--- config.mk ---
export PLATFORM = sky130hd
export DESIGN_NAME = button_conditioner
export DESIGN_NICKNAME = d
export VERILOG_FILES = /design/src/rtl/game_pkg.sv /design/src/rtl/btn_channel.sv /design/src/rtl/button_conditioner.sv
export SDC_FILE = /design/constraint.sdc
export NUM_CORES = 1
export LEC_CHECK = 0
export CAP_MARGIN = 20
export CORE_AREA = 5 5 123 125
export CTS_CLUSTER_SIZE = 10
export DETAILED_ROUTE_END_ITERATION = 10
export DIE_AREA = 0 0 128 130
export PLACE_DENSITY = 0.88
export SLEW_MARGIN = 20
export SYNTH_ARGS = -nofsm -noshare
export SYNTH_HDL_FRONTEND = slang
export SYNTH_SLANG_ARGS = --single-unit
--- constraint.sdc ---
create_clock -name clk_i -period 12 [get_ports clk_i]
set_clock_uncertainty 0.1 [all_clocks]
set_input_delay 2.4 -clock clk_i [delete_from_list [all_inputs] [get_ports clk_i]]
set_output_delay 2.4 -clock clk_i [all_outputs]
set_load 0.02 [all_outputs]
--- src/rtl/game_pkg.sv ---
`default_nettype none
// +--------------------------------------------------------------------------+
// | Package     : game_pkg                                                   |
// | Description : Shared types and default timing for the game input stage.  |
// | Revision    : 1.0  initial release                                       |
// +--------------------------------------------------------------------------+
package game_pkg;

  // Per-channel debounce/hold state
  typedef enum logic [1:0] {
    IDLE      = 2'd0,
    CHK_PRESS = 2'd1,
    HELD      = 2'd2,
    CHK_REL   = 2'd3
  } ch_state_e;

  // Channel indices into the button/held vectors
  localparam int unsigned CH_RIGHT   = 0;
  localparam int unsigned CH_LEFT    = 1;
  localparam int unsigned CH_RESTART = 2;
  localparam int unsigned NUM_CH     = 3;

  // Default timing for a 12 MHz clock
  localparam int unsigned DEF_SYNC_STAGES     = 2;
  localparam int unsigned DEF_DEBOUNCE_CYCLES = 240000;   // 20 ms
  localparam int unsigned DEF_REPEAT_DELAY    = 6000000;  // 0.5 s
  localparam int unsigned DEF_REPEAT_PERIOD   = 1800000;  // 150 ms
  localparam int unsigned DEF_CNT_W           = 23;

endpackage
`default_nettype wire

--- src/rtl/btn_channel.sv ---
`default_nettype none
// +--------------------------------------------------------------------------+
// | Module      : btn_channel                                                |
// | Description : One button: synchroniser, debounce FSM and optional        |
// |               auto-repeat. Emits a registered one-cycle strobe.          |
// | Revision    : 1.0  initial release                                       |
// +--------------------------------------------------------------------------+
module btn_channel
  import game_pkg::*;
#(
  parameter int unsigned SYNC_STAGES     = DEF_SYNC_STAGES,
  parameter int unsigned DEBOUNCE_CYCLES = DEF_DEBOUNCE_CYCLES,
  parameter int unsigned REPEAT_DELAY    = DEF_REPEAT_DELAY,
  parameter int unsigned REPEAT_PERIOD   = DEF_REPEAT_PERIOD,
  parameter int unsigned CNT_W           = DEF_CNT_W,
  parameter bit          REPEAT_EN       = 1'b1
) (
  input  logic clk_i,
  input  logic rst_i,
  input  logic btn_n_i,
  output logic strobe_o,
  output logic held_o
);

  localparam logic [CNT_W-1:0] c_one        = CNT_W'(1);
  localparam logic [CNT_W-1:0] c_deb        = CNT_W'(DEBOUNCE_CYCLES);
  localparam logic [CNT_W-1:0] c_rpt_delay  = CNT_W'(REPEAT_DELAY);
  localparam logic [CNT_W-1:0] c_rpt_period = CNT_W'(REPEAT_PERIOD);
  localparam logic [CNT_W-1:0] c_cnt_max    = '1;

  logic [SYNC_STAGES-1:0] sync_q;
  logic                   sync_pressed;

  ch_state_e        state_q, state_d;
  logic [CNT_W-1:0] cnt_q, cnt_d;
  logic [CNT_W-1:0] rpt_q, rpt_d;
  // first_q: still waiting for the first (longer) repeat interval
  logic             first_q, first_d;
  logic             strobe_q, strobe_d;

  // Input synchroniser; resets to the released (high) level
  always_ff @(posedge clk_i or posedge rst_i) begin
    if (rst_i) begin
      sync_q <= '1;
    end else begin
      sync_q <= {sync_q[SYNC_STAGES-2:0], btn_n_i};
    end
  end

  assign sync_pressed = ~sync_q[SYNC_STAGES-1];

  // Debounce/repeat next-state logic
  always_comb begin
    state_d  = state_q;
    cnt_d    = cnt_q;
    rpt_d    = rpt_q;
    first_d  = first_q;
    strobe_d = 1'b0;
    case (state_q)
      IDLE: begin
        if (sync_pressed) begin
          state_d = CHK_PRESS;
          cnt_d   = c_one;
        end
      end
      CHK_PRESS: begin
        if (!sync_pressed) begin
          state_d = IDLE;
          cnt_d   = '0;
        end else if (cnt_q == c_deb) begin
          state_d  = HELD;
          strobe_d = 1'b1;
          rpt_d    = c_one;
          first_d  = 1'b1;
        end else begin
          cnt_d = cnt_q + c_one;
        end
      end
      HELD: begin
        if (!sync_pressed) begin
          state_d = CHK_REL;
          cnt_d   = c_one;
        end else if (REPEAT_EN) begin
          if ((first_q && (rpt_q == c_rpt_delay)) ||
              (!first_q && (rpt_q == c_rpt_period))) begin
            strobe_d = 1'b1;
            rpt_d    = c_one;
            first_d  = 1'b0;
          end else if (rpt_q != c_cnt_max) begin
            rpt_d = rpt_q + c_one;
          end
        end
      end
      CHK_REL: begin
        if (sync_pressed) begin
          // Release bounce: back to held, repeat timing starts over
          state_d = HELD;
          rpt_d   = c_one;
          first_d = 1'b1;
        end else if (cnt_q == c_deb) begin
          state_d = IDLE;
          cnt_d   = '0;
        end else begin
          cnt_d = cnt_q + c_one;
        end
      end
      default: begin
        state_d = IDLE;
      end
    endcase
  end

  // FSM state, counters and strobe register
  always_ff @(posedge clk_i or posedge rst_i) begin
    if (rst_i) begin
      state_q  <= IDLE;
      cnt_q    <= '0;
      rpt_q    <= '0;
      first_q  <= 1'b0;
      strobe_q <= 1'b0;
    end else begin
      state_q  <= state_d;
      cnt_q    <= cnt_d;
      rpt_q    <= rpt_d;
      first_q  <= first_d;
      strobe_q <= strobe_d;
    end
  end

  assign strobe_o = strobe_q;
  assign held_o   = (state_q == HELD) || (state_q == CHK_REL);

endmodule
`default_nettype wire

--- src/rtl/button_conditioner.sv ---
`default_nettype none
// +--------------------------------------------------------------------------+
// | Module      : button_conditioner                                         |
// | Description : Debounced, auto-repeating press pulses for the three game  |
// |               buttons, with left/right conflict suppression.             |
// | Revision    : 1.0  initial release                                       |
// +--------------------------------------------------------------------------+
module button_conditioner
  import game_pkg::*;
#(
  parameter int unsigned SYNC_STAGES     = DEF_SYNC_STAGES,
  parameter int unsigned DEBOUNCE_CYCLES = DEF_DEBOUNCE_CYCLES,
  parameter int unsigned REPEAT_DELAY    = DEF_REPEAT_DELAY,
  parameter int unsigned REPEAT_PERIOD   = DEF_REPEAT_PERIOD,
  parameter int unsigned CNT_W           = DEF_CNT_W
) (
  input  logic       clk_i,
  input  logic       rst_i,
  input  logic       btn_1_i,
  input  logic       btn_2_i,
  input  logic       btn_rst_i,
  output logic       right_pulse_o,
  output logic       left_pulse_o,
  output logic       restart_pulse_o,
  output logic [2:0] btn_held_o
);

  logic [NUM_CH-1:0] btn_n;
  logic [NUM_CH-1:0] strobe;
  logic [NUM_CH-1:0] held;

  logic right_d, left_d;
  logic right_q, left_q, restart_q;
  logic [NUM_CH-1:0] held_q;

  assign btn_n = {btn_rst_i, btn_2_i, btn_1_i};

  for (genvar g = 0; g < NUM_CH; g++) begin : g_ch
    btn_channel #(
      .SYNC_STAGES    (SYNC_STAGES),
      .DEBOUNCE_CYCLES(DEBOUNCE_CYCLES),
      .REPEAT_DELAY   (REPEAT_DELAY),
      .REPEAT_PERIOD  (REPEAT_PERIOD),
      .CNT_W          (CNT_W),
      .REPEAT_EN      (g != CH_RESTART)
    ) u_ch (
      .clk_i   (clk_i),
      .rst_i   (rst_i),
      .btn_n_i (btn_n[g]),
      .strobe_o(strobe[g]),
      .held_o  (held[g])
    );
  end

  // Opposing move requests in the same cycle cancel each other
  always_comb begin
    right_d = strobe[CH_RIGHT] & ~strobe[CH_LEFT];
    left_d  = strobe[CH_LEFT]  & ~strobe[CH_RIGHT];
  end

  // Output registers
  always_ff @(posedge clk_i or posedge rst_i) begin
    if (rst_i) begin
      right_q   <= 1'b0;
      left_q    <= 1'b0;
      restart_q <= 1'b0;
      held_q    <= '0;
    end else begin
      right_q   <= right_d;
      left_q    <= left_d;
      restart_q <= strobe[CH_RESTART];
      held_q    <= held;
    end
  end

  assign right_pulse_o   = right_q;
  assign left_pulse_o    = left_q;
  assign restart_pulse_o = restart_q;
  assign btn_held_o      = held_q;

endmodule
`default_nettype wire
==> flow_metrics.env, run 1 <==
export IMPL_outcome="finished, final reports clean"
export IMPL_switching_share_pct=35.59
export IMPL_insertion_delay_ns=0.42
export IMPL_drive_gt1_share_pct=6.967
export IMPL_routed_wl_um=18420
export IMPL_switchingPower_mw=0.5461
export IMPL_crit_family="buffers and inverters"
export IMPL_synth_edff_count=0
export IMPL_grt_pass1_wl_um=31710
export IMPL_via_count=7142
export IMPL_max_stage_delay_ns=0.60
export IMPL_ir_drop_uv=142.3
export IMPL_wl_per_cell_um=16.55
export IMPL_p_per_area_nw_per_um2=170.8
export IMPL_core_area_um2=13770
export IMPL_post_cts_buffers=0
export IMPL_tightestPinTransition_ns=1.116
export IMPL_fin_nets=945
export IMPL_cp_start_kind="register"
export IMPL_maxSlewHeadroom_pct=25.16
export IMPL_n_fill_cell=1108
export IMPL_grt_use_total_pct=23.00
export IMPL_crit_buf_inv=1
export IMPL_multi_input_area_um2=4369
export IMPL_fin_cells=1113
export IMPL_reg2reg_slack_ns=8.70
export IMPL_worstPathArrival_ns=1.35
export IMPL_postCtsResizedCells=0
export IMPL_gr_total_overflow=0
export IMPL_drv_slew=0
export IMPL_vias_per_cell=6.417
export IMPL_ys_warn_count=0
export IMPL_synth_seq_area_share_pct=42.50
export IMPL_path_cells="clkdlybuf4s50_1"
export IMPL_cts_buffer_depth=2
export IMPL_synth_top_area_cell="dfrtp_1"
export IMPL_grt_pass1_vias=6847
export IMPL_yosys_register_bits=138
export IMPL_r2r_start="g_ch[0].u_ch.state_q[0]$_DFFE_PP0P_"
export IMPL_endpoint_kind="output port"
export IMPL_final_common_cell="dfrtp_1"
export IMPL_required_ns=9.50
export IMPL_hold_violations=0
export IMPL_syn_inst=922
export IMPL_path_class="reg2out"
export IMPL_dr_first_iter_drc_count=636
export IMPL_htree_levels=4
export IMPL_synth_distinct_cells=72
export IMPL_initial_core_util_pct=59.12
export IMPL_syn_nets=947
export IMPL_hold_start="g_ch[2].u_ch.strobe_o$_DFF_PP0_"
export IMPL_num_io_pins=11
export IMPL_max_cap_viol_count=0
export IMPL_power_frac_comb_pct=30.0
export IMPL_root_buffer="clkbuf_16"
export IMPL_synth_top_area_share_pct=40.57
export IMPL_cp_max_fo=1
export IMPL_ys_flop_type="dfrtp_1"
export IMPL_core_rowCount=43
export IMPL_seq_area_um2=3461
export IMPL_rr_worst_depth=10
export IMPL_rsz0062_at_grt="no"
export IMPL_clk_pin_slew_ns=0.06
export IMPL_diodes=0
export IMPL_fin_setup_tns_ns=0
export IMPL_p_int_mw=0.9883
export IMPL_fmax_ghz=0.2599
export IMPL_hold_end="restart_pulse_o$_DFF_PP0_"
export IMPL_hpwl_um=12280
export IMPL_total_power_mw=1.534
export IMPL_die_x_um=128
export IMPL_die_area_um2=16640
export IMPL_dp_cells=1081
export IMPL_place_congestion=0.9040
export IMPL_antenna_found_initial=0
export IMPL_r2r_end="g_ch[0].u_ch.rpt_q[11]$_DFFE_PP0P_"
export IMPL_timing_final_crit_share_pct=32.07
export IMPL_route_detailed_drc=0
export IMPL_power_frac_seq_pct=34.9
export IMPL_cts_tree="done"
export IMPL_ant_nets=0
export IMPL_final_cell_mix="dfrtp_1, nor2_1, nand2_1"
export IMPL_whs_path_depth=0
export IMPL_pwr_share_clk_pct=35.1
export IMPL_cts_buffers_inserted=17
export IMPL_area_growth_pct=10.33
export IMPL_slowest_stage="clkdlybuf4s50_1"
export IMPL_finish_utilization_pct=65.23
export IMPL_hold_buffers=0
export IMPL_fin_crit_ns=3.848
export IMPL_cts_sinks=138
export IMPL_syn_area_um2=8143
export IMPL_min_path_type="reg2reg"
export IMPL_leakagePower_nw=3.577
export IMPL_dr_pass1_iters=5
export IMPL_port_buffers=10
export IMPL_netlist_top_cells_area="dfrtp_1, nor2_1, nand2_1"
export IMPL_synthArstFlopShare_pct=100.0
export IMPL_avgSynthCellArea_um2=8.832
export IMPL_grt_max_degree=85
export IMPL_die_h_um=130
export IMPL_setup_viol_count_final=0
final cells by class:
cell class	instances	share of cell area (%)
Clock buffer	19	4.930
Inverter	44	1.894
Clock inverter	13	1.852
Multi-Input combinational cell	703	48.64
Tap cell	180	2.507
Sequential cell	138	38.52
Timing Repair Buffer	16	1.657
cell families after synthesis:
group / count (synthesis) / synth area share (%)
AO/OA/AOI/OAI: 198 / 15.66
buffers and inverters: 81 / 3.872
XOR/XNOR: 46 / 4.948
multiplexers: 4 / 0.5378
adder cells (fa/ha/maj): 20 / 3.073
flip-flops: 138 / 42.50
AND/OR/NAND/NOR: 435 / 29.41
power by group through the flow:
stage / clock (mW) / combinational (mW) / sequential (mW)
after CTS: 0.546 / 0.453 / 0.534
after global routing: 0.567 / 0.514 / 0.540
after global placement: 0 / 0.435 / 0.540
after floorplan: 0 / 0.343 / 0.535
after detailed placement: 0 / 0.446 / 0.541
final: 0.539 / 0.460 / 0.535
worst max path at each step:
stage,from,endpoint,slack (ns),depth (start not counted)
after detailed placement,rst_i,btn_held_o[2]$_DFF_PP0_,7.55,3
after global placement,rst_i,g_ch[2].u_ch.strobe_o$_DFF_PP0_,7.58,3
after floorplan,rst_i,asynchronous set/reset pin,5.81,1
after global routing,btn_held_o[0]$_DFF_PP0_,btn_held_o[0],8.10,1
after CTS,rst_i,btn_held_o[2]$_DFF_PP0_,8.00,3
final,btn_held_o[0]$_DFF_PP0_,btn_held_o[0],8.15,1
flip-flops by register name, summed over array words and instances, names as in the netlist, named ones only:
signal and flops:
g_ch.u_ch.sync_q 6, g_ch.u_ch.strobe_o 3, right_pulse_o 1, left_pulse_o 1, btn_held_o 3, restart_pulse_o 1
g_ch.u_ch.first_q 2, g_ch.u_ch.cnt_q 69, g_ch.u_ch.state_q 3, g_ch.u_ch.rpt_q 46
cells in the mapped netlist (16+ instances only):
cell and n:
nor4_1 34, dfrtp_1 132, ha_1 20, nand2_1 74
nor3_1 28, inv_1 43, o21ai_1 37, nand3_1 51
nor4b_1 16, nand4_1 27, nor2_1 81, clkbuf_1 31
or3_1 19, xnor2_1 29, a21oi_1 43, xor2_1 17
o21ai_0 21, and3_1 24
per-stage QoR:
stage | instance area, um2 | hold slack (ns) | worst slack, ns
2_1_floorplan | 8143 | 0.2312 | 5.814
3_3_place_gp | 8368 | 0.2345 | 7.581
3_5_place_dp | 8368 | 0.2379 | 7.548
4_1_cts | 8977 | 0.2517 | 8.003
5_1_grt | 8984 | 0.2525 | 8.103
6_report | 8984 | 0.2488 | 8.152
metal layers:
layer / GRT usage (%) / routed length, um / part of all wire, %
met1: 29.68 / 7830 / 43
met2: 38.42 / 9162 / 50
met3: 5.403 / 1164 / 6.3
met4: 7.803 / 257 / 1.4
met5: 0 / 0 / 0
Power figures use the tool's default switching activity.
==> inputs of run 2 (changes only) <==
--- a/config.mk
+++ b/config.mk
@@ -6,11 +6,11 @@
 export NUM_CORES = 1
 export LEC_CHECK = 0
 export CAP_MARGIN = 20
-export CORE_AREA = 5 5 123 125
+export CORE_AREA = 5 5 126 128
 export CTS_CLUSTER_SIZE = 10
 export DETAILED_ROUTE_END_ITERATION = 10
-export DIE_AREA = 0 0 128 130
-export PLACE_DENSITY = 0.88
+export DIE_AREA = 0 0 131 133
+export PLACE_DENSITY = 0.87
 export SLEW_MARGIN = 20
 export SYNTH_ARGS = -nofsm -noshare
 export SYNTH_HDL_FRONTEND = slang
==> constraint.sdc (replaced) <==
create_clock -name clk_i -period 3.45 [get_ports clk_i]
set_clock_uncertainty 0.1 [all_clocks]
set_input_delay 0.69 -clock clk_i [delete_from_list [all_inputs] [get_ports clk_i]]
set_output_delay 0.69 -clock clk_i [all_outputs]
set_load 0.02 [all_outputs]
==> flow_metrics.env, run 2 (synthesis gave the netlist of run 1 again) <==
export IMPL_post_dp_cell_area_um2=8477
export IMPL_root_buffer="clkbuf_16"
export IMPL_core_area_um2=14750
export IMPL_switching_share_pct=34.39
export IMPL_max_stage_delay_ns=0.44
export IMPL_fin_setup_tns_ns=0
export IMPL_worst_path_most_repeated_cell="inv_1"
export IMPL_hold_violations=0
export IMPL_p_per_area_nw_per_um2=604.1
export IMPL_worstPathArrival_ns=3.11
export IMPL_pwr_share_clk_pct=36.5
export IMPL_path_cells="inv_1 -> ha_1 -> nor2_1 -> inv_1 -> a211oi_1 -> a31oi_1 -> buf_4 -> a21o_1 -> a221o_1"
export IMPL_wl_per_cell_um=16.14
export IMPL_cts_sinks=138
export IMPL_ant_nets=0
export IMPL_place_congestion=0.9115
export IMPL_top_register="g_ch.u_ch.cnt_q"
export IMPL_grt_max_degree=41
export IMPL_fin_nets=955
export IMPL_drive_gt1_share_pct=7.741
export IMPL_max_cap_viol_count=0
export IMPL_via_count=7068
export IMPL_rsz0062_at_grt="no"
export IMPL_setup_viol_count_final=0
export IMPL_required_ns=3.66
export IMPL_drv_slew=0
export IMPL_dr_pass1_iters=6
export IMPL_cp_start_kind="register"
export IMPL_fmax_ghz=0.3439
export IMPL_final_cell_mix="dfrtp_1, nor2_1, nand2_1"
export IMPL_power_frac_seq_pct=33.7
export IMPL_final_critical_path_setup_slack_ns=0.5425
export IMPL_pre_cts_slack_ns=0.5466
export IMPL_leakagePower_nw=3.645
export IMPL_min_path_type="reg2reg"
export IMPL_final_common_cell="dfrtp_1"
export IMPL_postCtsResizedCells=0
export IMPL_grt_pass1_wl_um=32520
export IMPL_grt_pass1_vias=7037
export IMPL_fin_crit_ns=2.907
export IMPL_whs_path_depth=0
export IMPL_tightestPinTransition_ns=0.7262
export IMPL_initial_core_util_pct=55.20
export IMPL_stdcell_area_um2=9126
export IMPL_die_x_um=131
export IMPL_diodes=0
export IMPL_die_h_um=133
export IMPL_cts_tree="done"
export IMPL_port_buffers=10
export IMPL_gr_total_overflow=0
export IMPL_hpwl_um=12820
export IMPL_post_cts_buffers=0
export IMPL_core_rowCount=45
export IMPL_outcome="finished, final reports clean"
export IMPL_insertion_delay_ns=0.43
export IMPL_switchingPower_mw=1.896
export IMPL_cts_buffers_inserted=17
export IMPL_die_area_um2=17420
export IMPL_area_growth_pct=12.08
export IMPL_cp_max_fo=15
export IMPL_grt_use_total_pct=22.40
export IMPL_slowest_stage="dfrtp_1"
export IMPL_routed_wl_um=18250
export IMPL_rr_worst_depth=9
export IMPL_antenna_found_initial=0
export IMPL_cts_buffer_depth=2
export IMPL_endpoint_kind="register"
export IMPL_p_int_mw=3.617
export IMPL_dr_first_iter_drc_count=749
export IMPL_total_power_mw=5.513
export IMPL_clk_pin_slew_ns=0.06
export IMPL_ir_drop_uv=463.3
export IMPL_timing_final_crit_share_pct=84.27
export IMPL_htree_levels=4
export IMPL_path_class="reg2reg"
export IMPL_num_io_pins=11
export IMPL_route_detailed_drc=0
export IMPL_power_frac_comb_pct=29.8
export IMPL_vias_per_cell=6.249
export IMPL_hold_buffers=0
export IMPL_holdWs_ns=0.2473
export IMPL_largest_reg_flops=69
export IMPL_top_regs="g_ch.u_ch.cnt_q (69), g_ch.u_ch.rpt_q (46), g_ch.u_ch.sync_q (6)"
export IMPL_maxSlewHeadroom_pct=51.59
## run 2: cell types whose count changed in the layout (fill, tap and decap cells not counted), moves of 2 or more
| cell | before | now |
|---|---|---|
| clkinv_2 | 2 | 0 |
| bufinv_16 | 3 | 5 |
| buf_12 | 0 | 2 |
| buf_4 | 5 | 14 |
## run 2: critical path, delay by kind of cell, from the launching register on
kind / cells / cell delay, ns
compound gates: 4 / 1.27
fa+ha+maj: 1 / 0.33
buf+inv: 3 / 0.45
flops: 1 / 0.44
simple gates: 1 / 0.20
## run 2: area by class of cell
class / instances / area [um2]
inverters: 44 / 168.9
clock inverters: 13 / 216.5
multi-input cells: 703 / 4367
well taps: 188 / 235.2
clock buffers: 19 / 432.9
flip-flops and latches: 138 / 3461
repair buffers: 26 / 245.2
fillers: 1217 / 5625
## run 2: power groups by stage
stage          registers, mW  clock network [mW]  logic (mW)
3_5_place_dp            1.88                   0        1.61
6_report                1.86                2.01        1.64
5_1_grt                 1.88                2.12        1.84
4_1_cts                 1.86                2.03        1.63
3_3_place_gp            1.88                   0        1.57
2_1_floorplan           1.86                   0        1.19
## run 2: routing by layer
metal	wire (um)	GRT usage (%)	up-vias
met5	0	0	-
met4	311	8.171	0
met3	863	4.279	32
met2	9008	35.89	215
met1	8072	30.08	3417
li1	-	-	3404
## run 2: worst paths after layout
kind                                                       to                           startpoint  slack (ns)
setup / recovery           g_ch[0].u_ch.rpt_q[12]$_DFFE_PP0P_  g_ch[0].u_ch.state_q[0]$_DFFE_PP0P_        0.54
hold reg to reg                     restart_pulse_o$_DFF_PP0_      g_ch[2].u_ch.strobe_o$_DFF_PP0_        0.25
setup reg to reg           g_ch[0].u_ch.rpt_q[12]$_DFFE_PP0P_  g_ch[0].u_ch.state_q[0]$_DFFE_PP0P_        0.54
min in group asynchronous   g_ch[0].u_ch.cnt_q[0]$_DFFE_PP0P_                                rst_i        0.60
hold / removal                      restart_pulse_o$_DFF_PP0_      g_ch[2].u_ch.strobe_o$_DFF_PP0_        0.25
max in group asynchronous    g_ch[1].u_ch.sync_q[0]$_DFF_PP1_                                rst_i        1.93
## run 2: stage by stage
stage	instances	util (%)
global placement	1099	57.46
detailed placement	1099	57.46
CTS	1131	61.87
finish	1131	61.87
global route	1131	61.87
floorplan	922	-
==> inputs of run 3 (changes only) <==
==> constraint.sdc (replaced) <==
create_clock -name clk_i -period 2.35 [get_ports clk_i]
set_clock_uncertainty 0.1 [all_clocks]
set_input_delay 0.47 -clock clk_i [delete_from_list [all_inputs] [get_ports clk_i]]
set_output_delay 0.47 -clock clk_i [all_outputs]
set_load 0.02 [all_outputs]
==> flow_metrics.env, run 3 (synthesis gave the netlist of run 1 again) <==
export IMPL_outcome="finished, violations left"
export IMPL_violations="negative setup slack"
export IMPL_drive_gt1_share_pct=24.24
export IMPL_grt_max_degree=95
export IMPL_hpwl_um=14020
export IMPL_hold_violations=0
export IMPL_diodes=0
export IMPL_wl_per_cell_um=19.67
export IMPL_rsz0062_at_grt="yes"
export IMPL_fin_crit_ns=2.453
export IMPL_r2r_end="g_ch[1].u_ch.rpt_q[2]$_DFFE_PP0P_"
export IMPL_route_detailed_drc=0
export IMPL_top_register="g_ch.u_ch.cnt_q"
export IMPL_leakagePower_nw=4.386
export IMPL_cts_tree="done"
export IMPL_dr_pass1_iters=6
export IMPL_top_regs="g_ch.u_ch.cnt_q (69), g_ch.u_ch.rpt_q (46), g_ch.u_ch.sync_q (6)"
export IMPL_grt_use_total_pct=25.24
export IMPL_whs_path_depth=0
export IMPL_place_congestion=0.9443
export IMPL_stdcell_area_um2=10580
export IMPL_rr_worst_depth=9
export IMPL_final_cell_mix="dfrtp_1, buf_4, nor2_1"
export IMPL_gr_total_overflow=0
export IMPL_fin_cells=1244
export IMPL_hold_end="restart_pulse_o$_DFF_PP0_"
export IMPL_final_critical_path_setup_slack_ns=-0.1035
export IMPL_grt_pass1_wl_um=36240
export IMPL_via_count=8262
export IMPL_tightestPinTransition_ns=0.6097
export IMPL_endpoint_kind="register"
export IMPL_dp_cells=1193
export IMPL_ant_nets=0
export IMPL_insertion_delay_ns=0.43
export IMPL_initial_core_util_pct=55.20
export IMPL_core_area_um2=14750
export IMPL_largest_reg_flops=69
export IMPL_die_x_um=131
export IMPL_max_cap_viol_count=0
export IMPL_core_rowCount=45
export IMPL_num_io_pins=11
export IMPL_timing_final_crit_share_pct=104.4
export IMPL_pre_cts_slack_ns=-0.1627
export IMPL_required_ns=2.55
export IMPL_routed_wl_um=24470
export IMPL_final_common_cell="dfrtp_1"
export IMPL_maxSlewHeadroom_pct=59.16
export IMPL_root_buffer="clkbuf_16"
export IMPL_vias_per_cell=6.641
export IMPL_dr_first_iter_drc_count=1013
export IMPL_reg2reg_slack_ns=-0.10
export IMPL_die_area_um2=17420
export IMPL_port_buffers=10
export IMPL_cts_buffers_inserted=17
export IMPL_worstPathArrival_ns=2.66
export IMPL_fin_nets=1068
export IMPL_clk_pin_slew_ns=0.06
export IMPL_p_per_area_nw_per_um2=923.2
export IMPL_area_growth_pct=29.89
export IMPL_cp_start_kind="register"
export IMPL_path_class="reg2reg"
export IMPL_cts_sinks=138
export IMPL_cp_max_fo=5
export IMPL_ir_drop_uv=699.2
export IMPL_total_power_mw=9.764
export IMPL_r2r_start="g_ch[1].u_ch.rpt_q[0]$_DFFE_PP0P_"
export IMPL_die_h_um=133
export IMPL_antenna_found_initial=0
export IMPL_post_dp_cell_area_um2=9186
export IMPL_fmax_ghz=0.4076
export IMPL_drv_slew=0
export IMPL_finish_utilization_pct=71.70
export IMPL_htree_levels=4
export IMPL_fin_setup_tns_ns=-1.232
export IMPL_min_path_type="reg2reg"
export IMPL_holdWs_ns=0.2480
export IMPL_hold_start="g_ch[2].u_ch.strobe_o$_DFF_PP0_"
export IMPL_grt_pass1_vias=7711
export IMPL_cts_buffer_depth=2
export IMPL_setup_viol_count_final=30
==> run 3: cell types whose count changed in the layout (fill, tap and decap cells not counted), moves of 5 or more <==
| cell | delta |
|---|---|
| buf_6 | +19 |
| nand3_1 | -6 |
| buf_4 | +93 |
| inv_1 | -6 |
| nor4_1 | -6 |
| nor4_2 | +5 |
| inv_2 | +6 |
| a21oi_1 | -5 |
==> run 3: metal layers <==
| metal | part of all wire [%] | global-route usage, % | vias to the layer above |
|---|---|---|---|
| li1 | - | - | 3639 |
| met1 | 39 | 33.03 | 3955 |
| met2 | 49 | 40.63 | 525 |
| met3 | 7.4 | 5.248 | 143 |
| met4 | 4.5 | 10.17 | 0 |
| met5 | 0 | 0 | - |
==> run 3: what timing repair did <==
item                                   in CTS  in global routing
gates resized for setup                    16                102
cloned                                      1                  4
setup endpoints to repair                  38                 95
pin swaps                                   5                 33
buffers inserted                            3                 12
endpoints found under the hold margin       0                  0
hold buffers                                0                  0
==> run 3: how the worst max path moves through the flow <==
| stage | start | endpoint | slack (ns) | cells past startpoint |
|---|---|---|---|---|
| 5_1_grt | g_ch[1].u_ch.rpt_q[0]$_DFFE_PP0P_ | g_ch[1].u_ch.rpt_q[2]$_DFFE_PP0P_ | -0.17 | 9 |
| 4_1_cts | g_ch[1].u_ch.rpt_q[0]$_DFFE_PP0P_ | g_ch[1].u_ch.rpt_q[2]$_DFFE_PP0P_ | -0.08 | 9 |
| 3_3_place_gp | g_ch[1].u_ch.rpt_q[0]$_DFFE_PP0P_ | g_ch[1].u_ch.rpt_q[5]$_DFFE_PP0P_ | -0.05 | 9 |
| 3_5_place_dp | g_ch[1].u_ch.rpt_q[0]$_DFFE_PP0P_ | g_ch[1].u_ch.rpt_q[5]$_DFFE_PP0P_ | -0.16 | 9 |
| 6_report | g_ch[1].u_ch.rpt_q[0]$_DFFE_PP0P_ | g_ch[1].u_ch.rpt_q[2]$_DFFE_PP0P_ | -0.10 | 9 |
| 2_1_floorplan | g_ch[1].u_ch.rpt_q[0]$_DFFE_PP0P_ | g_ch[1].u_ch.rpt_q[5]$_DFFE_PP0P_ | -0.07 | 9 |
==> run 3: critical path, stage by stage (launching register included) <==
cell	delay [ns]
dfrtp_1	0.38
inv_2	0.06
ha_1	0.12
or4b_1	0.44
or4_4	0.44
a21o_4	0.24
nand2_8	0.09
buf_12	0.11
o21ai_1	0.08
mux2_4	0.26
==> run 3: where the power goes <==
group	internal [mW]	switching, mW
clock	2.00	1.08
combinational	1.78	2.21
sequential	2.54	0.143
total	6.33	3.44
==> run 3: layout make-up <==
type	instances	area (um2)
multi-input combinational	703	4857
fill	938	4175
sequential	138	3462
timing repair buffer	139	1182
clock buffer	19	432.9
clock inverter	13	237.7
tap	188	235.2
inverter	44	168.9
